File: src/rtl/mc_ctrl_pkg.sv
// Shared definitions for the multi-cycle MIPS control unit: opcode constants,
// the FSM state encoding, the encodings of the multi-bit datapath selects and
// the control vector produced by the per-state decoder.
package mc_ctrl_pkg;

    localparam logic [5:0] OP_RTYPE = 6'b000000;
    localparam logic [5:0] OP_LW    = 6'b100011;
    localparam logic [5:0] OP_SW    = 6'b101011;
    localparam logic [5:0] OP_BEQ   = 6'b000100;
    localparam logic [5:0] OP_J     = 6'b000010;
    localparam logic [5:0] OP_ADDI  = 6'b001000;

    typedef enum logic [3:0] {
        S_FETCH     = 4'd0,
        S_DECODE    = 4'd1,
        S_MEM_ADDR  = 4'd2,
        S_MEM_READ  = 4'd3,
        S_MEM_WB    = 4'd4,
        S_MEM_WRITE = 4'd5,
        S_EXEC      = 4'd6,
        S_R_WB      = 4'd7,
        S_BRANCH    = 4'd8,
        S_JUMP      = 4'd9,
        S_ADDI_EXEC = 4'd10,
        S_ADDI_WB   = 4'd11,
        S_TRAP      = 4'd12
    } state_t;

    typedef enum logic [1:0] {
        ALU_ADD   = 2'b00,
        ALU_SUB   = 2'b01,
        ALU_FUNCT = 2'b10
    } alu_op_t;

    typedef enum logic [1:0] {
        SRCB_REG    = 2'b00,
        SRCB_FOUR   = 2'b01,
        SRCB_IMM    = 2'b10,
        SRCB_IMM_SH = 2'b11
    } src_b_t;

    typedef enum logic [1:0] {
        PC_ALU    = 2'b00,
        PC_ALUOUT = 2'b01,
        PC_JUMP   = 2'b10
    } pc_src_t;

    // Pure Moore control vector. ir_write is absent because it only ever
    // asserts as the mem_ready-qualified fetch write, formed in the parent.
    typedef struct packed {
        logic    pc_write;
        logic    pc_write_cond;
        logic    i_or_d;
        logic    mem_read;
        logic    mem_write;
        logic    mem_to_reg;
        logic    reg_dst;
        logic    reg_write;
        logic    alu_src_a;
        src_b_t  alu_src_b;
        alu_op_t alu_op;
        pc_src_t pc_source;
        logic    illegal_op;
    } ctrl_t;

    // DECODE dispatch: the state that follows DECODE for a given opcode.
    function automatic state_t dispatch(input logic [5:0] op, input logic addi_en);
        state_t nxt;
        nxt = S_TRAP;
        case (op)
            OP_RTYPE:     nxt = S_EXEC;
            OP_LW, OP_SW: nxt = S_MEM_ADDR;
            OP_BEQ:       nxt = S_BRANCH;
            OP_J:         nxt = S_JUMP;
            OP_ADDI:      nxt = addi_en ? S_ADDI_EXEC : S_TRAP;
            default:      nxt = S_TRAP;
        endcase
        return nxt;
    endfunction

endpackage

File: src/rtl/multicycle_control_decode.sv
// Combinational state -> control-vector map for the multi-cycle control unit.
// Ports:
//   state_i : current FSM state
//   ctrl_o  : Moore control vector for that state (everything else 0)
module multicycle_control_decode
    import mc_ctrl_pkg::*;
(
    input  state_t state_i,
    output ctrl_t  ctrl_o
);

    // NOTE: every output of a combinational block gets a default before the
    // case, so no path leaves it unassigned and no latch is inferred.
    always_comb begin
        ctrl_o = '0;
        case (state_i)
            S_FETCH: begin
                ctrl_o.mem_read  = 1'b1;
                ctrl_o.alu_src_b = SRCB_FOUR;
            end
            S_DECODE: begin
                ctrl_o.alu_src_b = SRCB_IMM_SH;
            end
            S_MEM_ADDR, S_ADDI_EXEC: begin
                ctrl_o.alu_src_a = 1'b1;
                ctrl_o.alu_src_b = SRCB_IMM;
            end
            S_MEM_READ: begin
                ctrl_o.mem_read = 1'b1;
                ctrl_o.i_or_d   = 1'b1;
            end
            S_MEM_WB: begin
                ctrl_o.reg_write  = 1'b1;
                ctrl_o.mem_to_reg = 1'b1;
            end
            S_MEM_WRITE: begin
                ctrl_o.mem_write = 1'b1;
                ctrl_o.i_or_d    = 1'b1;
            end
            S_EXEC: begin
                ctrl_o.alu_src_a = 1'b1;
                ctrl_o.alu_op    = ALU_FUNCT;
            end
            S_R_WB: begin
                ctrl_o.reg_write = 1'b1;
                ctrl_o.reg_dst   = 1'b1;
            end
            S_BRANCH: begin
                ctrl_o.alu_src_a     = 1'b1;
                ctrl_o.alu_op        = ALU_SUB;
                ctrl_o.pc_write_cond = 1'b1;
                ctrl_o.pc_source     = PC_ALUOUT;
            end
            S_JUMP: begin
                ctrl_o.pc_write  = 1'b1;
                ctrl_o.pc_source = PC_JUMP;
            end
            S_ADDI_WB: begin
                ctrl_o.reg_write = 1'b1;
            end
            S_TRAP: begin
                ctrl_o.illegal_op = 1'b1;
            end
            default: ;
        endcase
    end

endmodule

File: src/rtl/multicycle_control.sv
// Multi-cycle MIPS control unit: Moore FSM sequencing each instruction over
// 3-5 cycles (plus memory stall cycles), with an illegal-opcode trap and a
// retired-instruction counter.
// Ports:
//   clk, reset          : clock, async active-high reset
//   opcode              : IR[31:26], used in DECODE and MEM_ADDR only
//   mem_ready           : memory completes the current access this cycle
//   pc_write .. alu_src_a, alu_src_b, alu_op, pc_source : datapath controls
//   illegal_op          : high while parked in TRAP (until reset)
//   state               : current state encoding (debug)
//   instr_count         : retired-instruction count, wraps
module multicycle_control
    import mc_ctrl_pkg::*;
#(
    parameter int   CNT_W   = 16,
    parameter logic ADDI_EN = 1'b1
) (
    input  logic             clk,
    input  logic             reset,
    input  logic [5:0]       opcode,
    input  logic             mem_ready,
    output logic             pc_write,
    output logic             pc_write_cond,
    output logic             i_or_d,
    output logic             mem_read,
    output logic             mem_write,
    output logic             ir_write,
    output logic             mem_to_reg,
    output logic             reg_dst,
    output logic             reg_write,
    output logic             alu_src_a,
    output logic [1:0]       alu_src_b,
    output logic [1:0]       alu_op,
    output logic [1:0]       pc_source,
    output logic             illegal_op,
    output logic [3:0]       state,
    output logic [CNT_W-1:0] instr_count
);

    state_t            state_q, state_d;
    logic [CNT_W-1:0]  count_q, count_d;
    logic              retire;
    logic              fetch_write;
    ctrl_t             ctrl;

    // NOTE: sequential state uses non-blocking assignments so every register
    // samples the pre-edge values regardless of statement order.
    always_ff @(posedge clk or posedge reset) begin
        if (reset) begin
            state_q <= S_FETCH;
            count_q <= '0;
        end else begin
            state_q <= state_d;
            count_q <= count_d;
        end
    end

    always_comb begin
        state_d = state_q;
        case (state_q)
            S_FETCH:     if (mem_ready) state_d = S_DECODE;
            S_DECODE:    state_d = dispatch(opcode, ADDI_EN);
            S_MEM_ADDR:  state_d = (opcode == OP_SW) ? S_MEM_WRITE : S_MEM_READ;
            S_MEM_READ:  if (mem_ready) state_d = S_MEM_WB;
            S_MEM_WRITE: if (mem_ready) state_d = S_FETCH;
            S_EXEC:      state_d = S_R_WB;
            S_ADDI_EXEC: state_d = S_ADDI_WB;
            S_MEM_WB, S_R_WB, S_BRANCH, S_JUMP, S_ADDI_WB:
                         state_d = S_FETCH;
            S_TRAP:      state_d = S_TRAP;
            default:     state_d = S_FETCH;
        endcase
    end

    // An instruction retires exactly when the FSM leaves a non-FETCH state
    // for FETCH; TRAP never does, so traps are not counted.
    assign retire  = (state_q != S_FETCH) && (state_d == S_FETCH);
    assign count_d = count_q + CNT_W'(retire);

    multicycle_control_decode u_decode (
        .state_i (state_q),
        .ctrl_o  (ctrl)
    );

    // Fetch-stage IR/PC writes follow mem_ready, and are suppressed during
    // reset so a held reset cannot corrupt IR or PC.
    assign fetch_write = (state_q == S_FETCH) && mem_ready && !reset;

    assign pc_write      = ctrl.pc_write | fetch_write;
    assign ir_write      = fetch_write;
    assign pc_write_cond = ctrl.pc_write_cond;
    assign i_or_d        = ctrl.i_or_d;
    assign mem_read      = ctrl.mem_read;
    assign mem_write     = ctrl.mem_write;
    assign mem_to_reg    = ctrl.mem_to_reg;
    assign reg_dst       = ctrl.reg_dst;
    assign reg_write     = ctrl.reg_write;
    assign alu_src_a     = ctrl.alu_src_a;
    assign alu_src_b     = ctrl.alu_src_b;
    assign alu_op        = ctrl.alu_op;
    assign pc_source     = ctrl.pc_source;
    assign illegal_op    = ctrl.illegal_op;
    assign state         = state_q;
    assign instr_count   = count_q;

endmodule
File: config.mk
export PLATFORM = sky130hd
export DESIGN_NAME = multicycle_control
export DESIGN_NICKNAME = d
export VERILOG_FILES = /design/src/rtl/mc_ctrl_pkg.sv /design/src/rtl/multicycle_control_decode.sv /design/src/rtl/multicycle_control.sv
export SDC_FILE = /design/constraint.sdc
export NUM_CORES = 1
export LEC_CHECK = 0
export CAP_MARGIN = 20
export CORE_ASPECT_RATIO = 0.9
export CORE_MARGIN = 5
export CORE_UTILIZATION = 47
export DETAILED_ROUTE_END_ITERATION = 8
export GPL_ROUTABILITY_DRIVEN = 0
export GPL_TIMING_DRIVEN = 0
export PLACE_DENSITY = 0.84
export SETUP_SLACK_MARGIN = 0.02
export SYNTH_ARGS = -nofsm -noshare
export SYNTH_HDL_FRONTEND = slang
export SYNTH_SLANG_ARGS = --single-unit
File: constraint.sdc
create_clock -name clk -period 6.7 [get_ports clk]
set_clock_uncertainty 0.15 [all_clocks]
set_input_delay 1.34 -clock clk [delete_from_list [all_inputs] [get_ports clk]]
set_output_delay 1.34 -clock clk [all_outputs]
set_load 0.03 [all_outputs]
After elaboration in Yosys (flattened, before gate mapping):

Index checks and enable logic that the tools add are counted.

* bits in registers: 20
* bits in latches: 0
* bits in writable memories: 0
* memory bits (read-only): 0
* input port bits: 9
* output and inout bits: 37
* memories kept: 0

* add/sub/neg operators: 1
* multiply operators: 0
* divide/modulo/power cells: 0
* magnitude comparators: 0
* equal/unequal tests: 17
* shift operators: 0
* mux-type cells: 19
* bitwise gates (word level): 1
* reductions and logical operators: 14

Operators with widths (count)
* one-hot mux 4 bit (8 select lines): 1
* equality test 4 bit, second input constant: 5
* one-hot mux 4 bit (5 select lines): 1
* adder 16 x 1 -> 16 bit: 1
* equality test 4 x 3 -> 1 bit, second input constant: 4
* equality test 6 bit, second input constant: 2
* two-way mux 4 bit: 3
* two-way mux 1 bit: 10
* equality test 4 x 2 -> 1 bit, second input constant: 2
* logical NOT 4 bit: 2
* one-hot mux 2 bit (2 select lines): 2
* OR reduction 2 bit: 4
* equality test 6 x 2 -> 1 bit, second input constant: 1
* equality test 6 x 3 -> 1 bit, second input constant: 1
* equality test 6 x 4 -> 1 bit, second input constant: 1
* logical NOT 6 bit: 1
* one-hot mux 2 bit (3 select lines): 1
* equality test 4 x 1 -> 1 bit, second input constant: 1
* nonzero test 4 bit: 1
* OR reduction 4 bit: 1
* logical AND 1 bit: 3
* two-way mux 3 bit: 1
* OR reduction 3 bit: 1
* logical NOT 1 bit: 1
* bitwise OR 1 bit: 1

Longest topological paths before layout:

Gate-level depths: netlist (run 1).

* word-level depth: 7
* gate-level depth with buffers: 14
* depth with buffers taken out: 12

Hierarchy:

From an unflattened synthesis (run 1), not the netlist that was laid out.

* cells, all modules: 137
* area total of the unflattened synthesis: 1307.5 µm²

By module, submodules not included
* multicycle_control: times used 1, cells an instance 107, area an instance 1099.8 µm², seq. area each 500.5 µm²
* multicycle_control_decode: times used 1, cells an instance 30, area an instance 207.7 µm², seq. area each 0.0 µm²

Worst setup path before layout (run 1):

OpenSTA, ideal clock, no wires.

* path type: input-to-output
* start: input mem_ready
* end: output pc_write
* arrival time: 2.216 ns
* required time: 5.210 ns
* path slack: 2.994 ns
* stages on the path: 3
* buffers on the path: 0
* path through: inv_1 -> nor3_2 -> or2_1

* word-level cells in the longest chain between the ends: 3

Ends and longest elaborated chain
* start, declared: RTL line multicycle_control.sv:21 `input logic mem_ready,`
* logical AND 1 bit (2 in series): RTL line multicycle_control.sv:87 `assign fetch_write = (state_q == S_FETCH) && mem_ready && !reset;`
* net ir_write: RTL line multicycle_control.sv:27 `output logic ir_write,`
* bitwise OR 1 bit: RTL line multicycle_control.sv:89 `assign pc_write = ctrl.pc_write | fetch_write;`
* end, declared: RTL line multicycle_control.sv:22 `output logic pc_write,`

The timed path passes the listed nets, and every way through them passes these cells.

Final worst setup path (run 1):

* start: input mem_ready
* end: output pc_write

* word-level cells in the longest chain between the ends: 3

Ends and longest elaborated chain (RTL line)
* logical AND 1 bit (2 in series): multicycle_control.sv:87
* bitwise OR 1 bit: multicycle_control.sv:89

Every way passes these cells.

==> results of run 1 <==
[worst max-delay path: cells and delay by family]
kind	cells	cell delay, ns
buf+inv	3	1.31
simple gates	2	0.37
[sequential cells by signal, summed over array words and instances, names as in the netlist]
name	count
instr_count	16
state	4
[placed cells by master, fill, tap and decap left out, types with 4 or more instances in the layout]
cell type / netlist / final
nor2_1: 14 / 14
nand2b_1: 5 / 5
inv_1: 4 / 4
dfrtp_1: 20 / 20
xor2_1: 4 / 4
xnor2_1: 12 / 12
nand3_1: 4 / 4
nand2_1: 10 / 10
clkdlybuf4s50_1: 0 / 45
buf_2: 5 / 5
and3_1: 7 / 7
or2_1: 4 / 4
a21oi_1: 5 / 5
[cell families after synthesis]
family                   count (synthesis)
AO/OA/AOI/OAI                           20
XOR/XNOR                                16
adder cells (fa/ha/maj)                  2
buffers and inverters                   14
flip-flops                              20
AND/OR/NAND/NOR                         62
[report_power, final]
group | internal [W] | total, W | switching, W
logic | 0.000189 | 0.000468 | 0.000278
registers | 0.000148 | 0.000177 | 0.0000290
clock network | 0.0000332 | 0.0000713 | 0.0000381
[cell type report]
type / count / area (sq um)
tap: 28 / 35.03
inverter: 4 / 15.01
fill: 213 / 718.2
buffer: 10 / 55.05
sequential: 20 / 500.5
timing repair buffer: 45 / 450.4
multi-input combinational: 100 / 656.9
clock buffer: 4 / 36.28
[metrics by stage]
stage	setup slack (ns)	cell area (sq um)	utilization (%)	power, W
2_1_floorplan	2.994	1227	-	0.0004683
3_3_place_gp	2.223	1713	69.42	0.0006258
3_5_place_dp	2.190	1713	69.42	0.0006397
4_1_cts	2.189	1749	70.89	0.0007152
5_1_grt	2.110	1749	70.89	0.0007604
6_report	2.189	1749	70.89	0.0007161
[synth_stat cells (3+ instances only)]
master    count  share of area, %
nand2_1      10               3.1
buf_4         3               1.8
dfrtp_1      20                41
nand2b_1      5               2.5
nor2_1       14               4.3
xnor2_1      12               8.6
o21ai_0       3               1.2
nor3b_1       3               1.8
buf_2         5               2.0
or2_1         4               2.0
xor2_1        4               2.9
inv_1         4               1.2
and3_1        7               3.6
a21oi_1       5               2.0
nand4_1       3               1.5
nand3_1       4               1.6
[per-layer routing]
metal | global-route usage, % | vias to the layer above | share of wire, % | wire length, um
li1 | - | 567 | - | -
met1 | 23.38 | 579 | 42 | 1434
met2 | 32.86 | 30 | 52 | 1749
met3 | 4.580 | 6 | 4.5 | 151
met4 | 5.341 | 0 | 1.6 | 53
met5 | 0 | - | 0 | 0
[final timing paths]
| path | from | endpoint | slack [ns] | depth (start not counted) |
|---|---|---|---|---|
| worst max register to register | state[1] | instr_count[12] | 3.64 | 13 |
| max in group asynchronous | reset | instr_count[3] | 4.55 | 2 |
| worst min-delay path | instr_count[14] | instr_count[14] | 0.34 | 1 |
| worst max-delay path | mem_ready | pc_write | 2.19 | 5 |
| worst min register to register | instr_count[14] | instr_count[14] | 0.34 | 1 |
| min in group asynchronous | reset | state[3] | 1.37 | 2 |
==> impl_metrics.toml, run 1 <==
[run_status]
status = "finished clean"

[worst_setup_path]
cpMostUsedCell = "clkdlybuf4s50_1"
worstSetupPathType = "in2out"
critPathMaxFanout = 4
crit_chain = "clkdlybuf4s50_1 -> inv_1 -> nor3_2 -> or2_1 -> clkdlybuf4s50_1"
crit_slowest_cell = "clkdlybuf4s50_1"
critPathLaunchType = "primary input"
cp.required_ns = 5.21
cp.arrival_ns = 3.02
endpoint_kind = "output port"
slowest_delay_ns = 0.66

[sta]
max_slew.worst_pin.slew_ns = 0.7488
hold_violations = 0
whs_ns = 0.3417
tns_ns = 0
post-route-period-util_pct = 67.33
finalMaxSlewViolations = 0
slew_headroom_pct = 50.02
rsz0062_at_grt = "false"
finalSetupViolations = 0
period_minus_slack_ns = 4.511
max_freq_ghz = 0.2217

[placement]
place_inst = 207
io_buffers = 45
place_hpwl_mm = 2.534

[pwr]
power.leakage_nw = 0.7439
ir_drop_v = 0.0002575
power.density_mw_per_mm2 = 409.4

[die]
rows = 17
dieArea_sq_mm = 0.003735
core_area_sq_mm = 0.002467
die_h_um = 58.48
die_w_um = 63.87
io_pins = 46
initial_core_util_pct = 49.75

[global_route]
grt_pass1_wl_mm = 5.706
first_global_vias = 1172
grt_max_degree = 21
grt_antenna_before_repair = 0
gr-total-overflow = 0
grt_util_all_layers_pct = 18.91

[clock_tree]
clk_latency_ns = 0.31
cts_setup_buffers = 0
cts_hold_buffers = 0
cts_tree = "yes"
cts_buffer_depth = 2
htree_levels = 1
cts_buffers = 3
cts.clk_slew.worst_paths_ns = 0.12
post_cts_resized = 0
cts_sinks = 20
cts_root_buffer = "clkbuf_4"

[synth]
ys.flop_type = "dfrtp_1"
netlist_area_sq_mm = 0.001227
synthMuxAreaShare_pct = 0
synth_nets = 145
synth-compound-area-share_pct = 12.03
async_reset_ff_share_pct = 100.0
synth_seq_cells = 20
syn_avg_cell_area_sq_um = 9.160
synth_edf_count = 0
synthAdderAreaFrac_pct = 2.039
ys_seq_area_share_pct = 40.77
synth_top_family_by_area = "simple AND/OR/NAND/NOR gates"
ys_warn_count = 0
synth_xor_area_share_pct = 11.42
synth-simple-area-share_pct = 28.03
synthCells = 134
synth.distinct_cells = 35

[finish]
num-nets-final = 195
stdcell_count = 211
drive_gt1_share_pct = 8.743
diodes = 0
area_growth_syn_to_layout_pct = 42.51

[min_path]
worstHoldPathType = "reg2reg"

[detailed_routing]
wire_per_inst_um = 16.06
drtIter0Drc = 31
viasPerCell = 5.602
vias = 1182
detail-route-antenna-nets = 0
drc_errors = 0
firstDrtPassIters = 4
totalWireLength_mm = 3.388

[job]
cap_viol_max_count = 0
Power figures use the tool's default switching activity.
==> run 2, diff against run 1 <==
--- a/config.mk
+++ b/config.mk
@@ -8,11 +8,11 @@
 export CAP_MARGIN = 20
 export CORE_ASPECT_RATIO = 0.9
 export CORE_MARGIN = 5
-export CORE_UTILIZATION = 47
+export CORE_UTILIZATION = 44
 export DETAILED_ROUTE_END_ITERATION = 8
 export GPL_ROUTABILITY_DRIVEN = 0
 export GPL_TIMING_DRIVEN = 0
-export PLACE_DENSITY = 0.84
+export PLACE_DENSITY = 0.8
 export SETUP_SLACK_MARGIN = 0.02
 export SYNTH_ARGS = -nofsm -noshare
 export SYNTH_HDL_FRONTEND = slang
==> constraint.sdc (replaced) <==
create_clock -name clk -period 4.75 [get_ports clk]
set_clock_uncertainty 0.15 [all_clocks]
set_input_delay 0.95 -clock clk [delete_from_list [all_inputs] [get_ports clk]]
set_output_delay 0.95 -clock clk [all_outputs]
set_load 0.03 [all_outputs]
==> impl_metrics.toml, run 2 (synthesized netlist as in run 1, its figures left out) <==
[sta]
rsz0062_at_grt = "false"
finalSetupViolations = 0
max_slew.worst_pin.slew_ns = 0.7313
hold_violations = 0
finalMaxSlewViolations = 0
tns_ns = 0
post-route-period-util_pct = 77.83
slew_headroom_pct = 51.19
max_freq_ghz = 0.2705
period_minus_slack_ns = 3.697

[global_route]
use_met2_pct = 29.86
gr-total-overflow = 0
use_met1_pct = 19.16
grt_pass1_wl_mm = 5.030
first_global_vias = 1154
grt_max_degree = 21
grt_util_all_layers_pct = 16.38
grt_antenna_before_repair = 0
use_met3_pct = 3.571
grt.busiest_layer = "met2"

[pwr]
p_comb_share_pct = 62.6
pwr-share-clk_pct = 13.3
power.density_mw_per_mm2 = 583.6
power.share.sequential_pct = 24.1
p_switching_w = 0.0004695
p_int_w = 0.0005623
ir_drop_v = 0.0003820
p_sw_share_pct = 45.51
power.leakage_nw = 0.7508

[clock_tree]
cts_tree = "yes"
cts_setup_buffers = 0
cts_buffers = 3
cts.clk_slew.worst_paths_ns = 0.11
clk_latency_ns = 0.30
cts_sinks = 20
htree_levels = 1
cts_buffer_depth = 2
cts_hold_buffers = 0
post_cts_resized = 0
cts_root_buffer = "clkbuf_4"

[die]
io_pins = 46
die_w_um = 65.68
rows = 18
initial_core_util_pct = 45.42
core_area_sq_mm = 0.002703
die_h_um = 60.11
dieArea_sq_mm = 0.003947

[worst_setup_path]
cp.arrival_ns = 2.60
endpoint_kind = "output port"
r2r_start = "state[1]"
r2r_end = "instr_count[14]"
critPathLaunchType = "primary input"
critPathMaxFanout = 4
cp.required_ns = 3.65
worstSetupPathType = "in2out"
ff2ff_path_depth = 13
r2r_setup_slack_ns = 1.68

[detailed_routing]
detail-route-antenna-nets = 0
firstDrtPassIters = 4
viasPerCell = 5.582
wire_per_inst_um = 14.54
vias = 1189
drc_errors = 0
totalWireLength_mm = 3.096
drtIter0Drc = 62

[min_path]
worstHoldPathType = "reg2reg"
worstHoldPathCells = 1
min_to = "instr_count[15]"
hp-start = "instr_count[15]"

[run_status]
status = "finished clean"

[finish]
area_growth_syn_to_layout_pct = 44.04
drive_gt1_share_pct = 8.743
num-nets-final = 195
diodes = 0
final_cell_mix = "clkdlybuf4s50_1, dfrtp_1, nor2_1, xnor2_1, nand2_1"
fin_util_pct = 65.42
layout_commonest_cell = "clkdlybuf4s50_1"
largest_reg_flops = 16

[placement]
io_buffers = 45
place_hpwl_mm = 2.510

[job]
cap_viol_max_count = 0
-- run 2: changes by cell type in the layout (fill, tap and decap cells not counted) --
| cell | previous run | this run |
|---|---|---|
| clkbuf_8 | 1 | 0 |
| bufinv_16 | 0 | 1 |
-- run 2: layout make-up --
class	instances	area (sq um)
Tap cell	30	37.54
Clock buffer	3	22.52
Sequential cell	20	500.5
Buffer	10	55.05
Inverter	4	15.01
Clock inverter	1	30.03
Timing Repair Buffer	45	450.4
Fill cell	238	934.6
Multi-Input combinational cell	100	656.9
-- run 2: worst max-delay path by stage --
| stage | start | slack (ns) | endpoint |
|---|---|---|---|
| after floorplan | state[2] | 1.65 | pc_write |
| after global placement | opcode[0] | 0.89 | instr_count[14] |
| after detailed placement | opcode[0] | 0.75 | instr_count[14] |
| after CTS | mem_ready | 1.04 | pc_write |
| after global routing | opcode[1] | 0.73 | instr_count[14] |
| final | mem_ready | 1.05 | pc_write |
-- run 2: power by group through the flow --
stage | clock (W) | sequential (W) | combinational, W
4_1_cts | 0.000142 | 0.000248 | 0.000652
5_1_grt | 0.000152 | 0.000254 | 0.000687
3_5_place_dp | 0 | 0.000252 | 0.000648
6_report | 0.000137 | 0.000249 | 0.000646
3_3_place_gp | 0 | 0.000248 | 0.000631
2_1_floorplan | 0 | 0.000316 | 0.000344
-- run 2: stage by stage --
stage                     total power, W  area [sq um]  setup slack, ns  hold WS [ns]  cells
final                           0.001032          1768            1.053        0.3229    213
after global routing            0.001094          1768           0.7337        0.3482    213
after CTS                       0.001042          1768            1.044        0.3315    213
after detailed placement       0.0008997          1715           0.7460        0.3162    209
after global placement         0.0008789          1715           0.8866        0.3094    209
after floorplan                0.0006605          1227            1.650        0.5040    134
-- run 2: per-layer routing --
layer / vias up / wire (um)
met5: - / 0
met4: 0 / 38
met3: 6 / 219
met2: 46 / 1601
met1: 567 / 1237
li1: 570 / -
-- run 2: critical path: stages --
cell             delay (ns)
clkdlybuf4s50_1        0.53
inv_1                  0.12
nor3_2                 0.21
or2_1                  0.12
clkdlybuf4s50_1        0.66
==> run 3, diff against run 2 <==
==> constraint.sdc (replaced) <==
create_clock -name clk -period 3.8 [get_ports clk]
set_clock_uncertainty 0.15 [all_clocks]
set_input_delay 0.76 -clock clk [delete_from_list [all_inputs] [get_ports clk]]
set_output_delay 0.76 -clock clk [all_outputs]
set_load 0.03 [all_outputs]
==> impl_metrics.toml, run 3 (synthesized netlist as in run 1, its figures left out) <==
[run_status]
status = "finished clean"

[clock_tree]
cts_root_buffer = "clkbuf_4"
htree_levels = 1
cts.clk_slew.worst_paths_ns = 0.11
cts_buffer_depth = 2
cts_buffers = 3
cts_tree = "yes"
cts_sinks = 20
cts_setup_buffers = 0
post_cts_resized = 0
cts_hold_buffers = 0
clk_latency_ns = 0.30

[finish]
multiInputGateArea_sq_um = 671.9
area_growth_syn_to_layout_pct = 45.46
regArea_sq_um = 500.5
fin_area_sq_mm = 0.001785
num-nets-final = 195
fillers = 238
largest_reg_flops = 16
fin_util_pct = 66.06
layout_commonest_cell = "clkdlybuf4s50_1"
drive_gt1_share_pct = 10.38
diodes = 0
final_cell_mix = "clkdlybuf4s50_1, dfrtp_1, nor2_1, xnor2_1, nand2_1"
stdcell_count = 213

[sta]
finalSetupViolations = 0
max_freq_ghz = 0.2825
hold_violations = 0
rsz0062_at_grt = "false"
max_slew.worst_pin.slew_ns = 0.7296
post-route-period-util_pct = 93.15
slew_headroom_pct = 51.30
whs_ns = 0.3228
finalMaxSlewViolations = 0
period_minus_slack_ns = 3.540

[die]
die_w_um = 65.68
core_area_sq_mm = 0.002703
die_h_um = 60.11
initial_core_util_pct = 45.42
dieArea_sq_mm = 0.003947
rows = 18
io_pins = 46

[global_route]
grt.busiest_layer = "met2"
use_met2_pct = 29.86
first_global_vias = 1154
grt_max_degree = 21
use_met3_pct = 3.571
use_met1_pct = 19.16
gr-total-overflow = 0
grt_pass1_wl_mm = 5.030
grt_antenna_before_repair = 0
grt_util_all_layers_pct = 16.38

[worst_setup_path]
endpoint_kind = "flop"
cp.required_ns = 3.88
worstSetupPathType = "in2reg"
r2r_start = "state[1]"
critPathMaxFanout = 6
startpoint = "opcode[5]"
cp.arrival_ns = 3.62
critPathLaunchType = "primary input"

[detailed_routing]
viasPerCell = 5.620
firstDrtPassIters = 4
drtIter0Drc = 56
wire_per_inst_um = 14.50
drc_errors = 0
totalWireLength_mm = 3.088
detail-route-antenna-nets = 0
vias = 1197

[pwr]
power_w = 0.001293
power.density_mw_per_mm2 = 724.0
ir_drop_v = 0.0004786
power.leakage_nw = 0.7599

[min_path]
hp-start = "instr_count[15]"
worstHoldPathType = "reg2reg"

[placement]
place_inst = 209
place_hpwl_mm = 2.510
dpl_cell_area_sq_mm = 0.001715
io_buffers = 45

[job]
cap_viol_max_count = 0
==> run 3: layer usage <==
metal,vias to the layer above,part of all wire [%]
met4,0,0.62
met3,2,6.4
met5,-,0
met1,576,41
met2,47,52
li1,572,-
==> run 3: final cells by class <==
type,instances,share of cell area [%]
multi-input cells,100,37.63
plain buffers,10,3.083
flip-flops and latches,20,28.03
clock buffers,3,1.261
repair buffers,45,25.37
inverters,4,0.8409
well taps,30,2.102
clock inverters,1,1.682
==> run 3: worst paths after layout <==
check | slack (ns) | cells after the start | endpoint
min in group asynchronous | 0.78 | 2 | state[1]
min | 0.32 | 1 | instr_count[15]
max | 0.26 | 13 | instr_count[14]
min reg2reg | 0.32 | 1 | instr_count[15]
max in group asynchronous | 2.26 | 2 | instr_count[9]
max reg2reg | 0.72 | 13 | instr_count[14]
==> run 3: critical path: stages <==
cell and delay (ns):
clkdlybuf4s50_1 0.59, nor4_1 0.08, a32o_1 0.29, a211oi_2 0.23, o22ai_1 0.15, nor4_2 0.33, ha_2 0.25, ha_1 0.19
nand3_1 0.12, inv_1 0.12, nand3_1 0.15, nor2_1 0.19, xor2_1 0.16
==> run 3: per-stage QoR <==
step | setup slack (ns) | setup TNS [ns]
after global routing | 0.01251 | 0
after CTS | 0.3014 | 0
after detailed placement | -0.01401 | -0.01401
after floorplan | 0.8897 | 0
after global placement | 0.1266 | 0
final | 0.2603 | 0
==> run 3: report_power, final <==
part | internal [W] | switching, W
Sequential | 0.000261 | 0.0000489
Clock | 0.000107 | 0.0000647
Combinational | 0.000337 | 0.000474
==> variant 1 (flow settings as in run 3) <==
The parameter `CNT_W` goes from 16 to 32.
--- a/src/rtl/multicycle_control.sv
+++ b/src/rtl/multicycle_control.sv
@@ -14,3 +14,3 @@
 #(
-    parameter int   CNT_W   = 16,
+    parameter int   CNT_W   = 32,
     parameter logic ADDI_EN = 1'b1
Ports: changed (resized instr_count); port bits go from 46 to 62. The function was not compared with the original's and may differ.
==> variant 1 against run 3 <==
- first-iteration DRC count is 18% higher
- routed wire length grew 55%
- fmax increased by 0.59%
- sequential cell count rose by 16
- final cell count increased by 57%
- setup slack gained 21 ps
- design area rose by 60%
- synthesized cell count grew 49%
- core utilization fell by 1.1 points
- power up 25%
- area after synthesis increased by 62%
- via count grew 45%
- register-to-register slack better by 150 ps
==> variant 1: results <==
export IMPL_outcome="finished clean"
export IMPL_clock_tree_buffer_depth=2
export IMPL_n_antenna_cell=0
export IMPL_muxShareOfSynthArea_pct=0
export IMPL_path_delay_family="simple AND/OR/NAND/NOR gates"
export IMPL_hp_class="register to register"
export IMPL_ir_worst_vdd_uv=405
export IMPL_critPathArrivalTime_ps=3570
export IMPL_yosys_cell_types_count=47
export IMPL_max_freq_ghz=0.284
export IMPL_yosys_warnings=0
export IMPL_ant_nets=0
export IMPL_clk_pin_slew_ps=70
export IMPL_fin_cells=334
export IMPL_pre_cts_ws_ps=-266
export IMPL_yosys_area_share_xor_xnor_pct=14.1
export IMPL_grt_max_degree=20
export IMPL_antenna_found_initial=0
export IMPL_synthTopCellsByCount="dfrtp_1, xnor2_1, nor2_1"
export IMPL_grt_pass1_wl_mm=7.83
export IMPL_dpl_cell_area_um2=2700
export IMPL_drive_gt1_share_pct=11.4
export IMPL_cts_htree_levels=2
export IMPL_crit_path_max_incr_delay_ps=540
export IMPL_postSynthAreaPerCell_um2=9.92
export IMPL_grt_pass1_vias=1639
export IMPL_synth_seq_area_share_pct=45.4
export IMPL_cpMaxStageDelayCell="or4_4"
export IMPL_p_leak_nw=1.18
export IMPL_vias=1733
export IMPL_synth_adder_area_share_pct=1.26
export IMPL_worst_path_max_fanout=5
export IMPL_synthesis_nets=211
export IMPL_synth_top_cells_by_area="dfrtp_1, xnor2_1, nand3_1"
export IMPL_root_buffer="clkbuf_8"
export IMPL_async_flop_share_pct=100
export IMPL_grt_use_total_pct=17.1
export IMPL_port_buffers=61
export IMPL_ff2ff_setup_slack_ps=870
export IMPL_worst_pin_slew_ps=767
export IMPL_fin_nets=282
export IMPL_totalWireLength_mm=4.80
export IMPL_nFillCells=380
export IMPL_largest_reg_flops=32
export IMPL_dp_cells=324
export IMPL_first_pass_iters=4
export IMPL_worstSkewPairLatency_ps=280
export IMPL_numCtsBuffers=5
export IMPL_hpwl_mm=3.61
export IMPL_synth_compound_area_share_pct=7.00
export IMPL_drtIter0Drc=66
==> variant 1: changes by cell type in the layout (fill, tap and decap cells not counted), moves of 6 or more <==
cell	change
nor2_1	+7
nand3_1	+12
dfrtp_1	+16
xnor2_1	+13
clkbuf_8	+6
clkdlybuf4s50_1	+15
==> variant 1: worst paths after layout <==
check,start,to,depth (start not counted)
setup / recovery,opcode[3],instr_count[30]$_DFF_PP0_,12
setup reg to reg,state[1]$_DFF_PP0_,instr_count[30]$_DFF_PP0_,11
hold reg to reg,instr_count[31]$_DFF_PP0_,instr_count[31]$_DFF_PP0_,1
min in group asynchronous,reset,instr_count[9]$_DFF_PP0_,2
max in group asynchronous,reset,instr_count[15]$_DFF_PP0_,3
hold / removal,instr_count[31]$_DFF_PP0_,instr_count[31]$_DFF_PP0_,1
==> variant 1: layer usage <==
| layer | wire length (um) | GRT usage, % |
|---|---|---|
| met1 | 2200 | 23.3 |
| met2 | 2210 | 25.9 |
| met3 | 344 | 5.88 |
| met4 | 40 | 4.50 |
| met5 | 0 | 0 |
==> variant 1: timing repair <==
action,in CTS,in global routing
endpoints found under the setup margin,0,14
resized for setup,0,12
hold buffers,0,0
setup buffers,0,2
==> variant 1: logic make-up after synthesis <==
family | Yosys count
AOI/OAI and AO/OA | 17
xor gates and xnor gates | 32
adders and majority gates | 2
buffers and inverters | 12
DFF | 36
and+or+nand+nor | 101
==> variant 1: layout make-up <==
class                   instances  area [um2]  share of cell area, %
repair buffers                 64         658                   23.0
flip-flops and latches         36         901                   31.5
inverters                       5        18.8                  0.656
multi-input cells             152        1070                   37.4
well taps                      62        77.6                   2.71
clock buffers                   8        90.1                   3.15
plain buffers                   7        43.8                   1.53
==> variant 1: stage by stage <==
step / util [%] / power (mW) / TNS [ps] / hold slack [ps]
2_1_floorplan: - / 1.01 / 0 / 499
6_report: 65.0 / 1.61 / 0 / 318
3_5_place_dp: 61.3 / 1.31 / -3010 / 311
5_1_grt: 65.0 / 1.71 / 0 / 349
3_3_place_gp: 60.7 / 1.29 / -1900 / 310
4_1_cts: 63.3 / 1.59 / 0 / 325
==> variant 1: power by group <==
group / switching, mW / total, mW / internal [mW]
combinational: 0.473 / 0.837 / 0.363
clock: 0.126 / 0.274 / 0.148
sequential: 0.0663 / 0.499 / 0.433
==> variant 1: worst reg2reg max path, cell delays in order (launching register included) <==
cell and delay [ps]:
dfrtp_1 460, clkbuf_1 280, a211oi_1 270, o21a_1 150, o22ai_1 120, nor4_2 300, ha_2 260, ha_4 150
and2_1 180, nand2_2 120, nor4_4 250, xnor2_1 160
==> variant 2 (settings of run 3) <==
Without the edit above. Reset style: synchronous (`reset`), changed in one clocked block. Comments in the files are not updated.
--- a/src/rtl/multicycle_control.sv
+++ b/src/rtl/multicycle_control.sv
@@ -47,3 +47,3 @@
     // samples the pre-edge values regardless of statement order.
-    always_ff @(posedge clk or posedge reset) begin
+    always_ff @(posedge clk) begin
         if (reset) begin
Formal check against the unedited RTL: differs if reset is asserted again (counterexample within 4 cycles, from zero or initial values and one cycle with reset high); with reset held inactive, the same outputs for 10 cycles.
==> variant 2 against run 3 <==
- core utilization is 0.56 points higher
- count of clock-buffer cells in the layout stayed put
- setup slack worse by 94 ps
- sequential cell count stayed put
- design area stayed put
- synthesized cell count is 16% higher
- routed wire length is 12% higher
- fmax is 2.6% lower
- via count is 10% higher
- worst hold slack better by 75 ps
- area after synthesis is 2.0% lower
Power is not compared: it rests on default switching activity, and its combinational part moved more than twofold at a synthesized area within 25%.
==> variant 2: results <==
export IMPL_layout_nonclk_buf_share_pct=28.0
export IMPL_r2r_start="state[2]$_SDFF_PP0_"
export IMPL_whs_ps=398
export IMPL_ctsResizeCount=7
export IMPL_grt_pass1_wl_mm=5.63
export IMPL_slew_headroom_pct=69.8
export IMPL_nonClockInverterCount=2
export IMPL_synth_adder_area_share_pct=2.08
export IMPL_nFillCells=232
export IMPL_grt_pass1_vias=1250
export IMPL_worstHoldStart="instr_count[5]$_SDFF_PP0_"
export IMPL_grt_max_degree=13
export IMPL_multi_input_area_um2=787
export IMPL_synth_compound_area_share_pct=11.4
export IMPL_synth_seq_area_share_pct=33.3
export IMPL_fin_nets=217
export IMPL_holdPathStages=2
export IMPL_clockNetworkAreaShare_pct=2.94
export IMPL_pre_cts_ws_ps=-636
export IMPL_combinationalPowerShare_pct=24.5
export IMPL_antenna_found_initial=0
export IMPL_comb_multi_input_count=123
export IMPL_synthTopCellsByCount="nor2_1, dfxtp_1, xor2_1"
export IMPL_buffers=56
export IMPL_routedWlPerCell_um=14.7
export IMPL_yosys_area_share_xor_xnor_pct=10.2
export IMPL_port_buffers=45
export IMPL_crit_path_max_incr_delay_ps=510
export IMPL_p_leak_nw=0.650
export IMPL_yosys_register_bits=20
export IMPL_ff2ff_setup_slack_ps=550
export IMPL_muxShareOfSynthArea_pct=0
export IMPL_drive_gt1_share_pct=7.80
export IMPL_outcome="finished clean"
export IMPL_synth_top_cells_by_area="dfxtp_1, nor2_1, xor2_1"
export IMPL_async_flop_share_pct=0
export IMPL_yosys_cell_types_count=38
export IMPL_seqAreaFraction_pct=22.4
export IMPL_worst_path_max_fanout=4
export IMPL_cts_htree_levels=1
export IMPL_worstSkewPairLatency_ps=310
export IMPL_cpMaxStageDelayCell="or4_4"
export IMPL_rr_worst_depth=12
export IMPL_path_delay_family="simple AND/OR/NAND/NOR gates"
export IMPL_clock_tree_buffer_depth=2
export IMPL_critPathArrivalTime_ps=3680
export IMPL_rr_endpoint="instr_count[9]$_SDFF_PP0_"
export IMPL_grt_use_total_pct=18.4
export IMPL_hpwl_mm=2.63
export IMPL_drtIter0Drc=91
export IMPL_synthesis_nets=166
export IMPL_vias=1321
export IMPL_hold_path_endpoint="instr_count[5]$_SDFF_PP0_"
export IMPL_post_cts_buffers=0
## variant 2: how the worst max path moves through the flow
stage / startpoint / end / slack (ps) / cells after the start
after CTS: opcode[3] / instr_count[9]$_SDFF_PP0_ / 70 / 11
after global placement: opcode[1] / instr_count[15]$_SDFF_PP0_ / -520 / 11
after floorplan: opcode[1] / instr_count[13]$_SDFF_PP0_ / 290 / 10
after global routing: opcode[3] / instr_count[9]$_SDFF_PP0_ / 50 / 11
final: opcode[3] / instr_count[9]$_SDFF_PP0_ / 170 / 11
after detailed placement: opcode[1] / instr_count[13]$_SDFF_PP0_ / -640 / 11
## variant 2: per-stage QoR
stage	setup TNS, ps	cells	instance area [um2]
2_1_floorplan	0	155	1200
3_3_place_gp	-3080	230	1690
3_5_place_dp	-3650	230	1690
4_1_cts	0	234	1770
5_1_grt	0	235	1790
6_report	0	235	1790
## variant 2: per-layer routing
layer	wire, um	global-route usage (%)
met1	1470	22.3
met2	1640	31.9
met3	247	3.23
met4	89	8.28
met5	0	0
